File: src/rtl/cpu_pkg.sv
// cpu_pkg: constants and types shared by the fetch unit, the memory
// controller and the memory stage.
//   ADDR_W   : RAM address width (half-word addressed).
//   WORD_W   : instruction / data word width.
//   RESET_PC : PC value loaded at reset (must be even).
//   PC_STEP  : PC increment per fetched word (one word = two half-words).
//   fetch_state_e : instruction-fetch FSM encoding.
package cpu_pkg;

  localparam int ADDR_W = 18;
  localparam int WORD_W = 32;

  localparam logic [ADDR_W-1:0] RESET_PC = 18'h00000;
  localparam logic [ADDR_W-1:0] PC_STEP  = 18'd2;

  typedef enum logic [1:0] {
    BOOT     = 2'd0,
    RUN      = 2'd1,
    REDIRECT = 2'd2
  } fetch_state_e;

endpackage : cpu_pkg

File: src/rtl/pc_reg.sv
// pc_reg: program counter with load (redirect), increment and natural wrap.
// Ports:
//   clock  : rising-edge clock
//   reset  : asynchronous, active-low; loads RESET_PC
//   load   : load the target address (takes priority over inc)
//   inc    : advance by PC_STEP, wrapping modulo 2^ADDR_W
//   target : load address; bit 0 is forced to 0
//   pc     : current program counter
module pc_reg
  import cpu_pkg::*;
(
  input  logic              clock,
  input  logic              reset,
  input  logic              load,
  input  logic              inc,
  input  logic [ADDR_W-1:0] target,
  output logic [ADDR_W-1:0] pc
);

  logic [ADDR_W-1:0] r_pc;
  logic [ADDR_W-1:0] w_target_even;

  // Word fetches are always at even half-word addresses.
  assign w_target_even = target & {{(ADDR_W-1){1'b1}}, 1'b0};

  // NOTE: sequential state uses non-blocking assignments so every register
  // samples the values that existed before the clock edge.
  always_ff @(posedge clock or negedge reset) begin
    if (!reset) begin
      r_pc <= RESET_PC;
    end else if (load) begin
      r_pc <= w_target_even;
    end else if (inc) begin
      // 18'h3FFFE + 2 drops the carry and wraps to 0.
      r_pc <= r_pc + PC_STEP;
    end
  end

  assign pc = r_pc;

endmodule : pc_reg

File: src/rtl/fetch_unit.sv
// fetch_unit: instruction-fetch stage. Holds the PC, issues word requests on
// the memory controller fetch port and hands fetched words to decode through
// a single-entry output register with stall and branch-redirect handling.
// Ports:
//   clock, reset             : rising-edge clock, async active-low reset
//   if_mc_en, if_mc_addr     : fetch request / half-word address (combinational)
//   mc_if_data, mc_if_ack    : fetched word, valid on the acknowledge cycle
//   id_if_stall              : decode cannot accept a new instruction
//   ex_if_branch/_target     : redirect request and target address
//   if_id_instr/_pc/_valid   : registered instruction, its address and valid
module fetch_unit
  import cpu_pkg::*;
(
  input  logic              clock,
  input  logic              reset,
  output logic              if_mc_en,
  output logic [ADDR_W-1:0] if_mc_addr,
  input  logic [WORD_W-1:0] mc_if_data,
  input  logic              mc_if_ack,
  input  logic              id_if_stall,
  input  logic              ex_if_branch,
  input  logic [ADDR_W-1:0] ex_if_target,
  output logic [WORD_W-1:0] if_id_instr,
  output logic [ADDR_W-1:0] if_id_pc,
  output logic              if_id_valid
);

  fetch_state_e r_state;
  fetch_state_e w_state_next;

  logic [WORD_W-1:0] r_instr;
  logic [ADDR_W-1:0] r_instr_pc;
  logic              r_valid;

  logic [ADDR_W-1:0] w_pc;
  logic              w_accept;
  logic              w_branch;
  logic              w_ack_take;

  // The output register can take a new word when it is empty or being
  // consumed this cycle.
  assign w_accept = !r_valid || !id_if_stall;

  // Redirects are ignored while booting.
  assign w_branch = ex_if_branch && (r_state != BOOT);

  // An ack only counts against a live request; a same-cycle branch drops it.
  assign w_ack_take = if_mc_en && mc_if_ack && !w_branch;

  pc_reg u_pc_reg (
    .clock  (clock),
    .reset  (reset),
    .load   (w_branch),
    .inc    (w_ack_take),
    .target (ex_if_target),
    .pc     (w_pc)
  );

  // State register.
  always_ff @(posedge clock or negedge reset) begin
    if (!reset) begin
      r_state <= BOOT;
    end else begin
      r_state <= w_state_next;
    end
  end

  // Next-state logic. REDIRECT keeps the request low for one cycle so the
  // controller can abandon a partially completed two-half access; a further
  // branch there restarts that cycle.
  // NOTE: every combinational output gets a default first so no latch is
  // inferred on paths that do not assign it.
  always_comb begin
    w_state_next = r_state;
    case (r_state)
      BOOT:     w_state_next = RUN;
      RUN:      if (w_branch) w_state_next = REDIRECT;
      REDIRECT: w_state_next = w_branch ? REDIRECT : RUN;
      default:  w_state_next = BOOT;
    endcase
  end

  // Output logic: request whenever running and the output register can
  // accept; the address is the PC so it stays stable until ack or redirect.
  always_comb begin
    if_mc_en   = 1'b0;
    if_mc_addr = w_pc;
    if (r_state == RUN) begin
      if_mc_en = w_accept;
    end
  end

  // Output register toward decode.
  // NOTE: the data/pc fields are reset too, so decode sees zeros (not X)
  // straight out of reset even though valid already qualifies them.
  always_ff @(posedge clock or negedge reset) begin
    if (!reset) begin
      r_instr    <= '0;
      r_instr_pc <= '0;
      r_valid    <= 1'b0;
    end else if (w_branch) begin
      r_valid <= 1'b0;
    end else if (w_ack_take) begin
      r_instr    <= mc_if_data;
      r_instr_pc <= w_pc;
      r_valid    <= 1'b1;
    end else if (!id_if_stall) begin
      // Entry consumed with nothing to replace it.
      r_valid <= 1'b0;
    end
  end

  assign if_id_instr = r_instr;
  assign if_id_pc    = r_instr_pc;
  assign if_id_valid = r_valid;

endmodule : fetch_unit

File: config.mk
export PLATFORM = sky130hd
export DESIGN_NAME = fetch_unit
export DESIGN_NICKNAME = d
export VERILOG_FILES = /design/src/rtl/cpu_pkg.sv /design/src/rtl/pc_reg.sv /design/src/rtl/fetch_unit.sv
export SDC_FILE = /design/constraint.sdc
export NUM_CORES = 1
export LEC_CHECK = 0
export ABC_AREA = 1
export ABC_CLOCK_PERIOD_IN_PS = 4350
export CAP_MARGIN = 20
export CORE_MARGIN = 2
export CORE_UTILIZATION = 45
export CTS_BUF_LIST = sky130_fd_sc_hd__clkbuf_8
export CTS_CLUSTER_DIAMETER = 40
export CTS_CLUSTER_SIZE = 30
export DETAILED_ROUTE_END_ITERATION = 10
export PLACE_DENSITY = 0.87
export SLEW_MARGIN = 20
export SYNTH_ARGS = -nofsm -noshare
export SYNTH_HDL_FRONTEND = slang
export SYNTH_SLANG_ARGS = --single-unit
File: constraint.sdc
create_clock -name clock -period 4.35 [get_ports clock]
set_clock_uncertainty 0.2 [all_clocks]
set_input_delay 1.305 -clock clock [delete_from_list [all_inputs] [get_ports clock]]
set_output_delay 1.305 -clock clock [all_outputs]
set_load 0.1 [all_outputs]
# --- Word level (Yosys, flattened, before mapping) ---
# Index checks and enable logic that the tools add are counted.
op_classes:
  addsub: 1
  n_eq_ne: 4
  mux: 9
  bitwise_logic: 1
  n_reduce_logical: 11
op_table:
  columns: ["op", "count"]
  rows:
  - ["18-bit 2-to-1 mux", 2]
  - ["18-bit by 2-bit adder with 18-bit output (second input constant)", 1]
  - ["2-bit case mux with 3 select lines", 1]
  - ["1-bit 2-to-1 mux", 4]
  - ["2-bit 2-to-1 mux", 2]
  - ["2-bit nonzero test", 2]
  - ["1-bit logical AND", 3]
  - ["1-bit zero test", 3]
  - ["3-bit by 1-bit inequality test with 1-bit output (second input constant)", 1]
  - ["2-bit by 1-bit == test with 1-bit output (second input constant)", 1]
  - ["2-bit == test (second input constant)", 1]
  - ["2-bit zero test", 1]
  - ["2-bit inequality test (second input constant)", 1]
  - ["2-bit AND reduction", 1]
  - ["1-bit logical OR", 1]
  - ["1-bit NOT", 1]
word_totals:
  regBits: 71
  inputBits: 55
  elab_cells: 31

# --- Longest topological paths before layout ---
logic_depth:
  ltp_word: 7
  depth_mapped: 8

# --- Hierarchy ---
# Synthesis repeated with hierarchy kept, for this count alone.
unflattened:
  hier_cells: 396
  area_unflattened_um2: 3354.5
modules_own_cells:
  columns: ["mod", "instances", "cells_per_inst", "area_per_inst_um2"]
  rows:
  - ["fetch_unit", 1, 236, 2179.6]
  - ["pc_reg", 1, 160, 1174.9]

# --- Worst setup path before layout ---
# Ideal clock, no wire load.
synth_timing:
  kind: "input to output"
  from: "in id_if_stall"
  to: "out if_mc_en"
  arrival_time_ns: 2.235
  setup_slack_ns: 0.610
  stages: 2
  path_cell_list: "nand2_1 -> and3_1"
synth_between:
  elab_chain_len: 3
synth_lines:
  columns: ["element", "line", "rtl"]
  rows:
  - ["from (decl)", "fetch_unit.sv:20", "input logic id_if_stall,"]
  - ["1-bit zero test", null, null]
  - ["1-bit logical OR", "fetch_unit.sv:42", "assign w_accept = !r_valid || !id_if_stall;"]
  - ["1-bit 2-to-1 mux", "fetch_unit.sv:88", "if (r_state == RUN) begin"]
  - ["to (decl)", "fetch_unit.sv:16", "output logic if_mc_en,"]
# Every way passes these cells.

# --- Worst setup path in the final report ---
# Ends and elaborated chain as after synthesis.

==> metrics.md <==
| Metric | Value |
|---|---|
| Max reg flops | 32 |
| CTS resizes | 0 |
| Fmax | 265 MHz |
| Worst Tran Pin Value | 1010 ps |
| WP data required | 2840 ps |
| DRC violations left | 0 |
| Maxcap violations | 0 |
| Hold/Removal Path Class | flip-flop to flip-flop |
| Count of hold buffers inserted by post-cts repair | 0 |
| Routed via count | 3011 |
| Drt first pass iters | 4 |
| Top_reg_cell synth | dfrtp_1 |
| Final core occ | 66.2% |
| Slew Viols, Final | 0 |
| Vias per inst | 4.78 |
| Critical path, cell by cell | clkdlybuf4s50_1 -> nand2_1 -> and3_1 -> buf_12 |
| Clk slew on worst S/H paths | 70 ps |
| Synthesized area per cell | 8.18 um2 |
| Final Hold Vio Count | 0 |
| Worst Hold Launch | if_id_instr[2] |
| Post-CTS setup buffer count | 0 |
| #FFs+latches synth | 69 |
| All-Layer GR Usage | 21.3% |
| Max-Slew Margin vs Limit | 32.2% |
| Die height | 90.0 um |
| Clk Latency, worst-skew pair | 340 ps |
| RSZ-0062 raised after global routing | no |
| First-pass GRT wire length | 14.0 mm |
| Die width | 90.0 um |
| Post-synthesis sequential area ratio | 51.9% |
| Synth cell count leaders | 180 x nand2_1, 69 x dfrtp_1, 41 x inv_1 |
| Initial antenna violation count | 0 |
| N_diodes | 0 |
| Largest net degree at the start of global routing | 61 |
| Clock Tree Buf Depth | 2 |
| Outcome | complete, no violations |
| Crit path from | id_if_stall |
| Post-synth ARST share | 100% |
| # IOs | 125 |
| CP startpoint kind | input port |
| Post-Syn Area | 0.00333 mm2 |
| Syn Inst Count | 407 |
| Number of routed nets with antenna violations | 0 |
| Post-synth cell types | 25 |
| Count leader, synth | nand2_1 |
| Synth warnings | 0 |
| Post-synth top area share | 51.9% |
| Initial core utilization | 46.1% |
| Gr ovfl total | 0 |
| Area Growth Syn to Fin | 43.4% |
| Endpoints failing setup | 0 |
| Iteration-0 DRC count of the detailed router | 185 |
| Crit. End Element | output port |
| Final WL | 8.24 mm |
| Yosys top cell by area | dfrtp_1 |
| Top Family by Delay on Critical Path | buffers and inverters |
| Post-synth EDFFs | 0 |
| Final min period | 3780 ps |
| Core footprint | 0.00721 mm2 |
| WL/cell | 13.1 um |
| Final Wtd Congestion | 0.864 |
| Clk root buf | clkbuf_8 |
| Vias in the first global route | 2951 |
| Main area contributors after synthesis | dfrtp_1 52%, nand2_1 20%, nand3_1 4.8%, inv_1 4.6%, o21ai_2 3.7% |
| Type of the worst setup path | input port to output port |
| Row count | 31 |
| HPWL Detailed | 5.94 mm |
| # H-tree levels | 3 |
| TritonCTS Buffers | 9 |
| Critical path's slowest cell | clkdlybuf4s50_1 |
| Die area | 0.00810 mm2 |
| I/O Buffers | 121 |
| Final-stage net count | 582 |
| Arrival time worst endpoint | 2270 ps |
| CTS tree | built |
| Fin Setup TNS | 0 ps |
| R2R Path Start | r_state[1] |
| Critical path peak fanout | 3 |
| Final period utilization | 86.8% |
| Ratio of cells with drive above 1 in the final layout | 8.47% |
| CP peak stage delay | 400 ps |
| CP bufs+invs | 2 |
| Clk sinks | 69 |
[metrics by stage]
step | setup WS, ps | instances | cell area [um2] | hold slack [ps]
2_1_floorplan | 610 | 408 | 3330 | 261
3_3_place_gp | 603 | 614 | 4530 | 253
3_5_place_dp | 577 | 614 | 4530 | 259
4_1_cts | 564 | 630 | 4770 | 277
5_1_grt | 530 | 630 | 4780 | 289
6_report | 575 | 630 | 4780 | 273
[routing by layer]
| metal | global-route usage, % | vias up | part of all wire (%) | routed length (um) |
|---|---|---|---|---|
| met3 | 4.36 | 13 | 5.8 | 479 |
| met4 | 7.82 | 0 | 1.7 | 142 |
| met2 | 36.5 | 120 | 49 | 4070 |
| li1 | - | 1485 | - | - |
| met1 | 26.8 | 1393 | 43 | 3540 |
| met5 | 0 | - | 0 | 0 |
[path summary, 6_finish.rpt]
check	end	slack [ps]	cells past startpoint
hold / removal	if_id_instr[2]	270	2
setup / recovery	if_mc_en	570	4
setup reg to reg	if_id_pc[1]	2200	6
max in group asynchronous	u_pc_reg.pc[12]	2560	2
min in group asynchronous	if_id_pc[4]	740	1
hold reg to reg	if_id_instr[2]	270	2
[placed cells by master, fill, tap and decap left out, types with 3 or more instances in the layout]
cell and n:
nor3_1 6, buf_4 7, nand3_1 32, clkbuf_8 9
o21ai_2 14, a21oi_1 3, o21ai_0 9, dfrtp_1 69
xor2_1 3, nand2_1 180, nor2_1 18, clkdlybuf4s50_1 116
inv_1 41, bufinv_16 3
[layout make-up]
| type | count | area (um2) |
|---|---|---|
| clock buffer | 9 | 124 |
| clock inverter | 7 | 123 |
| fill | 573 | 2440 |
| inverter | 43 | 169 |
| multi-input combinational | 279 | 1280 |
| sequential | 69 | 1730 |
| tap | 99 | 124 |
| timing repair buffer | 124 | 1230 |
[cell families (layout without fill, tap and decap cells)]
logic type	Yosys count	count (layout)	share of synthesized area, %
compound gates	29	29	6.16
xor+xnor	4	4	1.05
fa+ha+maj	1	1	0.376
buf+inv	60	183	9.92
flops	69	69	51.9
other cells	1	2	0.113
simple gates	243	243	30.5
[worst register-to-register path, cell delays in order, from the launching register on]
cell and delay (ps):
dfrtp_1 410, inv_1 120, nand4_4 270, nor2_8 360, buf_4 410, nand2_1 150, o21a_1 130
Power is left out: the tool's default activity adds up to more than one toggle a clock period on the data nets, which glitch-free logic cannot reach.
==> RTL change (same flow settings) <==
`WORD_W`: 32 -> 64.
--- a/src/rtl/cpu_pkg.sv
+++ b/src/rtl/cpu_pkg.sv
@@ -10,3 +10,3 @@
   localparam int ADDR_W = 18;
-  localparam int WORD_W = 32;
+  localparam int WORD_W = 64;
 
Ports: changed (resized if_id_instr and mc_if_data); port bits go from 125 to 189. No check against the original RTL was run, so the function may have changed too.
==> RTL change against the original RTL <==
- wire length grew 44%
- final area grew 36%
- setup slack gained 0.045 ns
- fmax grew 1.2%
- critical path depth is the same
- sequential cell count grew 32
- synthesized area grew 32%
Power is not shown: default switching activity piles up to over one toggle a cycle in this logic, so the estimate is an artifact.
==> RTL change: results <==
detailed_routing:
  viasPerCell: 4.675
  first_iter_violations: 174
  wl_met2_um: 5942
  wl_met3_um: 860
  wl_um: 11820
global_routing:
  grt.total_usage_pct: 21.61
  grt_max_degree: 91
  grt_pass1_wl_um: 17880
  use_met1_pct: 26.73
  grt_use_met2_pct: 38.31
  grt_pass1_vias: 3844
worst_hold_path:
  hold_path_end: "if_id_instr[20]"
logic_synthesis:
  yosys-top-cells-count: "nand2_1 (276), dfrtp_1 (101), inv_1 (39), nand3_1 (31), o21ai_0 (22)"
  synth_seq_area_share_pct: 57.66
  synthAdderAreaFrac_pct: 0.2855
  synthXorXnorAreaFrac_pct: 0.7993
  synth-compound-area-share_pct: 3.369
  ys_types: 24
  synth_area_leaders: "dfrtp_1 (58%), nand2_1 (24%), nand3_1 (3.5%)"
setup_path:
  r2r_start: "r_state[0]"
  r2r_setup_slack_ns: 2.07
  crit_arrival_ns: 2.22
  worstReg2RegEnd: "u_pc_reg.pc[11]"
placed_design:
  gp_congestion: 0.8981
  place_area_um2: 6310
  hpwl_um: 8664
  io_buffers: 185
finish:
  largest_reg_flops: 64
  nets: 808
  drive_above_1_share_pct: 4.703
outcome:
  outcome: "complete, no violations"
timing:
  worst_slew_pin_slew_ns: 1.011
-- RTL change: cell types whose count changed after synthesis, moves of 9 or more --
cell and change:
buf_2 +10, buf_6 -9, dfrtp_1 +32, nand2_1 +96, o21ai_0 +13, o21ai_2 -14
-- RTL change: metrics by stage --
step	utilization, %	setup slack (ns)	hold WS (ns)	instances
after detailed placement	65.77	0.6336	0.2570	842
after CTS	67.50	0.6267	0.2783	856
after global placement	65.77	0.6495	0.2524	842
after floorplan	-	0.6437	0.2631	543
final	67.50	0.6202	0.2736	856
after global routing	67.50	0.5791	0.2953	856
-- RTL change: cell type report --
class	instances	area (µm²)
clock inverters	3	15.01
multi-input cells	377	1563
flip-flops and latches	101	2527
inverters	41	153.9
clock buffers	11	151.4
repair buffers	190	1899
well taps	133	166.4
fillers	798	3118
-- RTL change: critical path: stages --
cell and delay (ns):
clkdlybuf4s50_1 0.41, nand2_1 0.11, and3_1 0.21, buf_12 0.18
